===== config.mk =====
export PLATFORM = sky130hd
export DESIGN_NAME = fetch_buffer_flat
export DESIGN_NICKNAME = d
export VERILOG_FILES = /design/src/rtl/fetch_buffer_if.sv /design/src/rtl/fetch_buffer.sv /design/src/flat_wrapper.sv
export SDC_FILE = /design/constraint.sdc
export NUM_CORES = 2
export LEC_CHECK = 0
export ABC_AREA = 1
export BUFFER_PORTS_ARGS = -buffer_cell sky130_fd_sc_hd__buf_2
export CORE_ASPECT_RATIO = 0.7
export CORE_MARGIN = 4
export CORE_UTILIZATION = 50
export CTS_CLUSTER_DIAMETER = 150
export CTS_CLUSTER_SIZE = 16
export DETAILED_ROUTE_END_ITERATION = 12
export PLACE_DENSITY = 0.66
export SLEW_MARGIN = 20
export SYNTH_ARGS = -nofsm -noshare
export SYNTH_HDL_FRONTEND = slang
export SYNTH_SLANG_ARGS = --single-unit

===== constraint.sdc =====
create_clock -name clk -period 5.2 [get_ports clk]
set_input_delay 0.78 -clock clk [delete_from_list [all_inputs] [get_ports clk]]
set_output_delay 0.78 -clock clk [all_outputs]
set_load 0.01 [all_outputs]

===== src/rtl/fetch_buffer_if.sv =====
// Fetch-packet input and decode-side output bundle of the instruction fetch buffer.
interface fetch_buffer_if;
    logic        flush_i;
    logic [1:0]  in_valid_i;
    logic [31:0] in_pc_i;
    logic [63:0] in_inst_i;
    logic        in_taken_i;
    logic [29:0] in_npc_i;
    logic        in_ready_o;
    logic [1:0]  out_valid_o;
    logic [63:0] out_pc_o;
    logic [63:0] out_inst_o;
    logic [1:0]  out_taken_o;
    logic [59:0] out_npc_o;
    logic        out_ready_i;

    modport slave (
        input  flush_i, in_valid_i, in_pc_i, in_inst_i, in_taken_i, in_npc_i, out_ready_i,
        output in_ready_o, out_valid_o, out_pc_o, out_inst_o, out_taken_o, out_npc_o
    );

    modport master (
        output flush_i, in_valid_i, in_pc_i, in_inst_i, in_taken_i, in_npc_i, out_ready_i,
        input  in_ready_o, out_valid_o, out_pc_o, out_inst_o, out_taken_o, out_npc_o
    );
endinterface


===== src/rtl/fetch_buffer.sv =====
// Instruction fetch queue: compacts 2-wide fetch packets into a circular FIFO and
// presents up to two in-order instructions per cycle to decode.
module fetch_buffer #(
    parameter int unsigned DEPTH = 8
) (
    input  logic          clk,
    input  logic          rst_n,
    fetch_buffer_if.slave bus
);
    localparam int unsigned PW = $clog2(DEPTH);
    localparam int unsigned CW = PW + 1;

    typedef struct packed {
        logic [29:0] pc;
        logic [31:0] inst;
        logic        taken;
        logic [29:0] npc;
    } entry_t;

    entry_t          mem_q [DEPTH];
    logic [PW-1:0]   head_q, head_d, tail_q, tail_d;
    logic [PW-1:0]   head1, tail1;
    logic [CW-1:0]   count_q, count_d;
    logic            in_ready;
    logic [1:0]      out_valid;
    logic [1:0]      enq_n, deq_n;
    logic [29:0]     slot0_pc, slot1_pc;
    entry_t          wr0, wr1, rd0, rd1;
    logic            unused_pc_bits;

    assign unused_pc_bits = ^bus.in_pc_i[2:0];
    assign slot0_pc  = {bus.in_pc_i[31:3], 1'b0};
    assign slot1_pc  = {bus.in_pc_i[31:3], 1'b1};
    assign head1     = head_q + PW'(1);
    assign tail1     = tail_q + PW'(1);

    // Ready depends only on registered occupancy so upstream sees no combinational path.
    assign in_ready  = count_q <= CW'(DEPTH - 2);
    assign out_valid = {count_q >= CW'(2), count_q != '0};

    // Compact valid slots; the last valid slot carries the packet prediction.
    always_comb begin
        wr0   = '0;
        wr1   = '0;
        enq_n = 2'd0;
        case (bus.in_valid_i)
            2'b01: begin
                wr0   = '{pc: slot0_pc, inst: bus.in_inst_i[31:0], taken: bus.in_taken_i, npc: bus.in_npc_i};
                enq_n = 2'd1;
            end
            2'b10: begin
                wr0   = '{pc: slot1_pc, inst: bus.in_inst_i[63:32], taken: bus.in_taken_i, npc: bus.in_npc_i};
                enq_n = 2'd1;
            end
            2'b11: begin
                wr0   = '{pc: slot0_pc, inst: bus.in_inst_i[31:0], taken: 1'b0, npc: slot1_pc};
                wr1   = '{pc: slot1_pc, inst: bus.in_inst_i[63:32], taken: bus.in_taken_i, npc: bus.in_npc_i};
                enq_n = 2'd2;
            end
            default: ;
        endcase
        if (!in_ready) begin
            enq_n = 2'd0;
        end
    end

    always_comb begin
        deq_n   = bus.out_ready_i ? (2'(out_valid[0]) + 2'(out_valid[1])) : 2'd0;
        head_d  = head_q + PW'(deq_n);
        tail_d  = tail_q + PW'(enq_n);
        count_d = count_q + CW'(enq_n) - CW'(deq_n);
        if (bus.flush_i) begin
            head_d  = '0;
            tail_d  = '0;
            count_d = '0;
        end
    end

    always_ff @(posedge clk) begin
        if (!rst_n) begin
            head_q  <= '0;
            tail_q  <= '0;
            count_q <= '0;
        end else begin
            head_q  <= head_d;
            tail_q  <= tail_d;
            count_q <= count_d;
        end
    end

    // Storage carries no reset; pointers alone define which entries are live.
    always_ff @(posedge clk) begin
        if (rst_n && !bus.flush_i && (enq_n != 2'd0)) begin
            mem_q[tail_q] <= wr0;
            if (enq_n == 2'd2) begin
                mem_q[tail1] <= wr1;
            end
        end
    end

    always_comb begin
        rd0 = out_valid[0] ? mem_q[head_q] : '0;
        rd1 = out_valid[1] ? mem_q[head1]  : '0;
    end

    assign bus.in_ready_o  = in_ready;
    assign bus.out_valid_o = out_valid;
    assign bus.out_pc_o    = {rd1.pc, 2'b00, rd0.pc, 2'b00};
    assign bus.out_inst_o  = {rd1.inst, rd0.inst};
    assign bus.out_taken_o = {rd1.taken, rd0.taken};
    assign bus.out_npc_o   = {rd1.npc, rd0.npc};
endmodule


===== src/flat_wrapper.sv =====
// flat-port wrapper written by rule: the top's interface ports become plain ports
module fetch_buffer_flat 
#(
    parameter int unsigned DEPTH = 8
)
  (clk, rst_n, bus_flush_i, bus_in_valid_i, bus_in_pc_i, bus_in_inst_i, bus_in_taken_i, bus_in_npc_i, bus_out_ready_i, bus_in_ready_o, bus_out_valid_o, bus_out_pc_o, bus_out_inst_o, bus_out_taken_o, bus_out_npc_o);
  fetch_buffer_if bus_i ();
  input  logic clk;
  input  logic rst_n;
  input wire logic [$bits(bus_i.flush_i)-1:0] bus_flush_i;
  input wire logic [$bits(bus_i.in_valid_i)-1:0] bus_in_valid_i;
  input wire logic [$bits(bus_i.in_pc_i)-1:0] bus_in_pc_i;
  input wire logic [$bits(bus_i.in_inst_i)-1:0] bus_in_inst_i;
  input wire logic [$bits(bus_i.in_taken_i)-1:0] bus_in_taken_i;
  input wire logic [$bits(bus_i.in_npc_i)-1:0] bus_in_npc_i;
  input wire logic [$bits(bus_i.out_ready_i)-1:0] bus_out_ready_i;
  output wire logic [$bits(bus_i.in_ready_o)-1:0] bus_in_ready_o;
  output wire logic [$bits(bus_i.out_valid_o)-1:0] bus_out_valid_o;
  output wire logic [$bits(bus_i.out_pc_o)-1:0] bus_out_pc_o;
  output wire logic [$bits(bus_i.out_inst_o)-1:0] bus_out_inst_o;
  output wire logic [$bits(bus_i.out_taken_o)-1:0] bus_out_taken_o;
  output wire logic [$bits(bus_i.out_npc_o)-1:0] bus_out_npc_o;
  assign bus_i.flush_i = bus_flush_i;
  assign bus_i.in_valid_i = bus_in_valid_i;
  assign bus_i.in_pc_i = bus_in_pc_i;
  assign bus_i.in_inst_i = bus_in_inst_i;
  assign bus_i.in_taken_i = bus_in_taken_i;
  assign bus_i.in_npc_i = bus_in_npc_i;
  assign bus_i.out_ready_i = bus_out_ready_i;
  assign bus_in_ready_o = bus_i.in_ready_o;
  assign bus_out_valid_o = bus_i.out_valid_o;
  assign bus_out_pc_o = bus_i.out_pc_o;
  assign bus_out_inst_o = bus_i.out_inst_o;
  assign bus_out_taken_o = bus_i.out_taken_o;
  assign bus_out_npc_o = bus_i.out_npc_o;
  fetch_buffer #(.DEPTH(DEPTH)) u_core (.clk(clk), .rst_n(rst_n), .bus(bus_i));
endmodule

==> metrics.md <==
| Metric | Value |
|---|---|
| Status | `finished clean` |
| Antenna viol nets, final | `0` |
| Port buffer count | `318` |
| Htree depth | `2` |
| Buf/Inv on CP | `2` |
| Io pins | `326` |
| Via-to-Cell Ratio | `5.93` |
| Routed wire length | `211000 um` |
| Layout cells sized above 1 | `7.29%` |
| Die area | `0.110 mm2` |
| Crit-path slowest cell | `buf_12` |
| Mapped Area | `0.0524 mm2` |
| Initial antenna violation count | `14` |
| CTS buffer count | `53` |
| Reg-to-reg endpoint | `u_core.mem_q[7][3]` |
| Layout Nets | `7797` |
| Cts hold-fix bufs | `0` |
| Post-layout instance area | `0.0555 mm2` |
| Worst-Skew Late Latency | `0.66 ns` |
| Clock transition at path regs | `0.07 ns` |
| Setup CP Type | `flop to output pin` |
| Vias | `53500` |
| Max_slew headroom | `19.1%` |
| Setup bufs post-CTS | `0` |
| Reg2reg path depth | `9` |
| Post-CTS sizing | `0` |
| Syn Area/Cell | `6.75 um2` |
| Crit path max-delay family | `buffers and inverters` |
| CP Data Required Time | `4.42 ns` |
| Fin crit period | `4.75 ns` |
| Root Driver | `clkbuf_16` |
| Number of global-route vias before repair | `48100` |
| Overflow after GRT | `0` |
| Worst Tran Pin Value | `1.21 ns` |
| Clock Tree Buf Depth | `3` |
| Final core utilization | `53.4%` |
| CP max stage delay | `0.66 ns` |
| Max-cap violations | `0` |
| Core Area | `0.104 mm2` |
| CP Capture Type | `output pin` |
| Global-route wire length before repair | `307000 um` |
| Pwr per Cell Area | `380 mW/mm2` |
| Area grow syn2layout | `6.01%` |
| R2r setup slk | `1.43 ns` |
| Critical Path Source Type | `flop` |
| RD Place Congestion | `0.883` |
| Setup crit start | `u_core.head_q[0]` |
| Initial DRC count | `8780` |
| Hpwl dp | `114000 um` |
| Largest cells by area after synthesis | `edfxtp_1 (43%), nand2_1 (21%), nand3_1 (12%)` |
| Sequential area share after synthesis | `43.0%` |
| RR Startpoint | `u_core.tail_q[0]` |
| Crit-path max FO | `143` |
| HP Class | `input port to flop` |
| Leak | `27.4 nW` |
| Residual DRC | `0` |
| Final Max Tran Viols | `0` |
| CTS Sinks | `754` |
| Area leader, netlist | `edfxtp_1` |
| Levels on crit path | `7` |
| Crit-path cells | `ha_4, buf_12, o21ai_0, o21ai_1, nor2_1, nor2_1, buf_2` |
| Largest net degree at the start of global routing | `256` |
| CP dominant cell by count | `nor2_1` |
| Synth Instances | `7759` |
| Final setup viols | `0` |
| Total power | `21.1 mW` |
| Die width | `395 um` |
| Synthesis Warnings | `0` |
| Starting Density | `50.3%` |
| Rows | `99` |
| RSZ-0062 raised after global routing | `no` |
| Period utilization | `91.3%` |
| Die H | `279 um` |
| Worst setup margin | `0.454 ns` |
| DP Worst Slack | `1.14 ns` |
| VDD IR-drop max | `0.000538 V` |
| Drt first pass iters | `9` |
| Fillers | `10000` |
| Setup tns final | `0 ns` |
| End of the critical path | `bus_out_npc_o[42]` |
| Routed len/inst | `23.4 um` |
| Crit path DAT | `3.97 ns` |
| Synthesis-stage register bit count | `754` |
| Clk_skew | `0.0279 ns` |
| Total track usage | `36.8%` |
| Fmax achieved | `211 MHz` |
| Placed Area | `0.0541 mm2` |
| CTS tree | `built` |
| Post-synth top area share | `42.7%` |
| Post-synth cell types | `26` |
| Final Hold Fails | `0` |
-- kinds of logic after synthesis --
group,synth area share (%)
xor gates and xnor gates,0.0669
buffers and inverters,11.5
adders and majority gates,0.535
DFF,43.0
and+or+nand+nor,38.1
AOI/OAI and AO/OA,6.85
other,0.00716
-- routing by layer --
layer	wire length, um	global-route usage, %	vias to the layer above	part of all wire (%)
met5	36	0	-	0.017
met1	78700	49.8	24300	37
li1	-	-	24500	-
met2	90500	55.6	4028	43
met3	31100	8.86	703	15
met4	11100	18.0	6	5.2
-- final cells by class --
class / instances / area [um2] / area share [%]
sequential: 754 / 22600 / 40.6
clock inverter: 1 / 16.3 / 0.0293
tap: 1363 / 1710 / 3.07
clock buffer: 63 / 1360 / 2.46
timing repair buffer: 420 / 2850 / 5.13
antenna: 9 / 22.5 / 0.0406
inverter: 776 / 2940 / 5.29
multi-input combinational: 5639 / 24100 / 43.4
-- cells in the final DEF (no fill, tap or decap), drive strengths merged, types with 8 or more instances in the layout --
cell type  Yosys  routed
edfxtp       744     744
ha            16      16
o21ai        620     620
nand2       2901    2901
buf          399     420
inv          775     776
diode          0       9
nor3           8       8
a21oi         97      97
nand3       1219    1219
clkbuf       194      63
nor2         766     766
dfxtp         10      10
-- per-stage QoR --
step                      cells  hold WS (ns)
after global routing       9020         0.579
final                      9025         0.559
after CTS                  9014         0.533
after floorplan            7762         0.584
after detailed placement   8950         0.667
after global placement     8950         0.662
-- Yosys cell counts, drive strengths merged --
master     n
a21oi     97
buf      399
clkbuf   194
clkinv     1
conb       1
dfxtp     10
edfxtp   744
fa         4
ha        16
inv      775
nand2   2901
nand3   1219
nor2     766
nor3       8
o21ai    620
xnor2      3
xor2       1
-- how the worst min path moves through the flow --
stage	startpoint	to	slack, ns	cells past startpoint
after floorplan	u_core.tail_q[2]	u_core.tail_q[2]	0.58	3
after global placement	u_core.tail_q[2]	u_core.tail_q[2]	0.66	2
after detailed placement	u_core.head_q[2]	u_core.head_q[2]	0.67	2
after CTS	bus_flush_i	u_core.count_q[3]	0.53	5
after global routing	bus_flush_i	u_core.count_q[3]	0.58	5
final	bus_flush_i	u_core.count_q[3]	0.56	5
-- flip-flops by register name, summed over array words and instances, names as in the netlist --
signal,count
u_core.mem_q,744
u_core.count_q,4
u_core.head_q,3
u_core.tail_q,3
-- report_power, final --
part	internal [mW]	switching (mW)
clock network	1.84	2.22
logic	2.71	7.37
registers	6.88	0.0898
total	11.4	9.67
-- worst min-delay path, cell delays in order --
cell and delay, ns:
buf_2 0.08, nor2_1 0.03, buf_4 0.17, nand2_1 0.08, nor2_1 0.03
No activity file was read; power rests on OpenSTA's default activity.
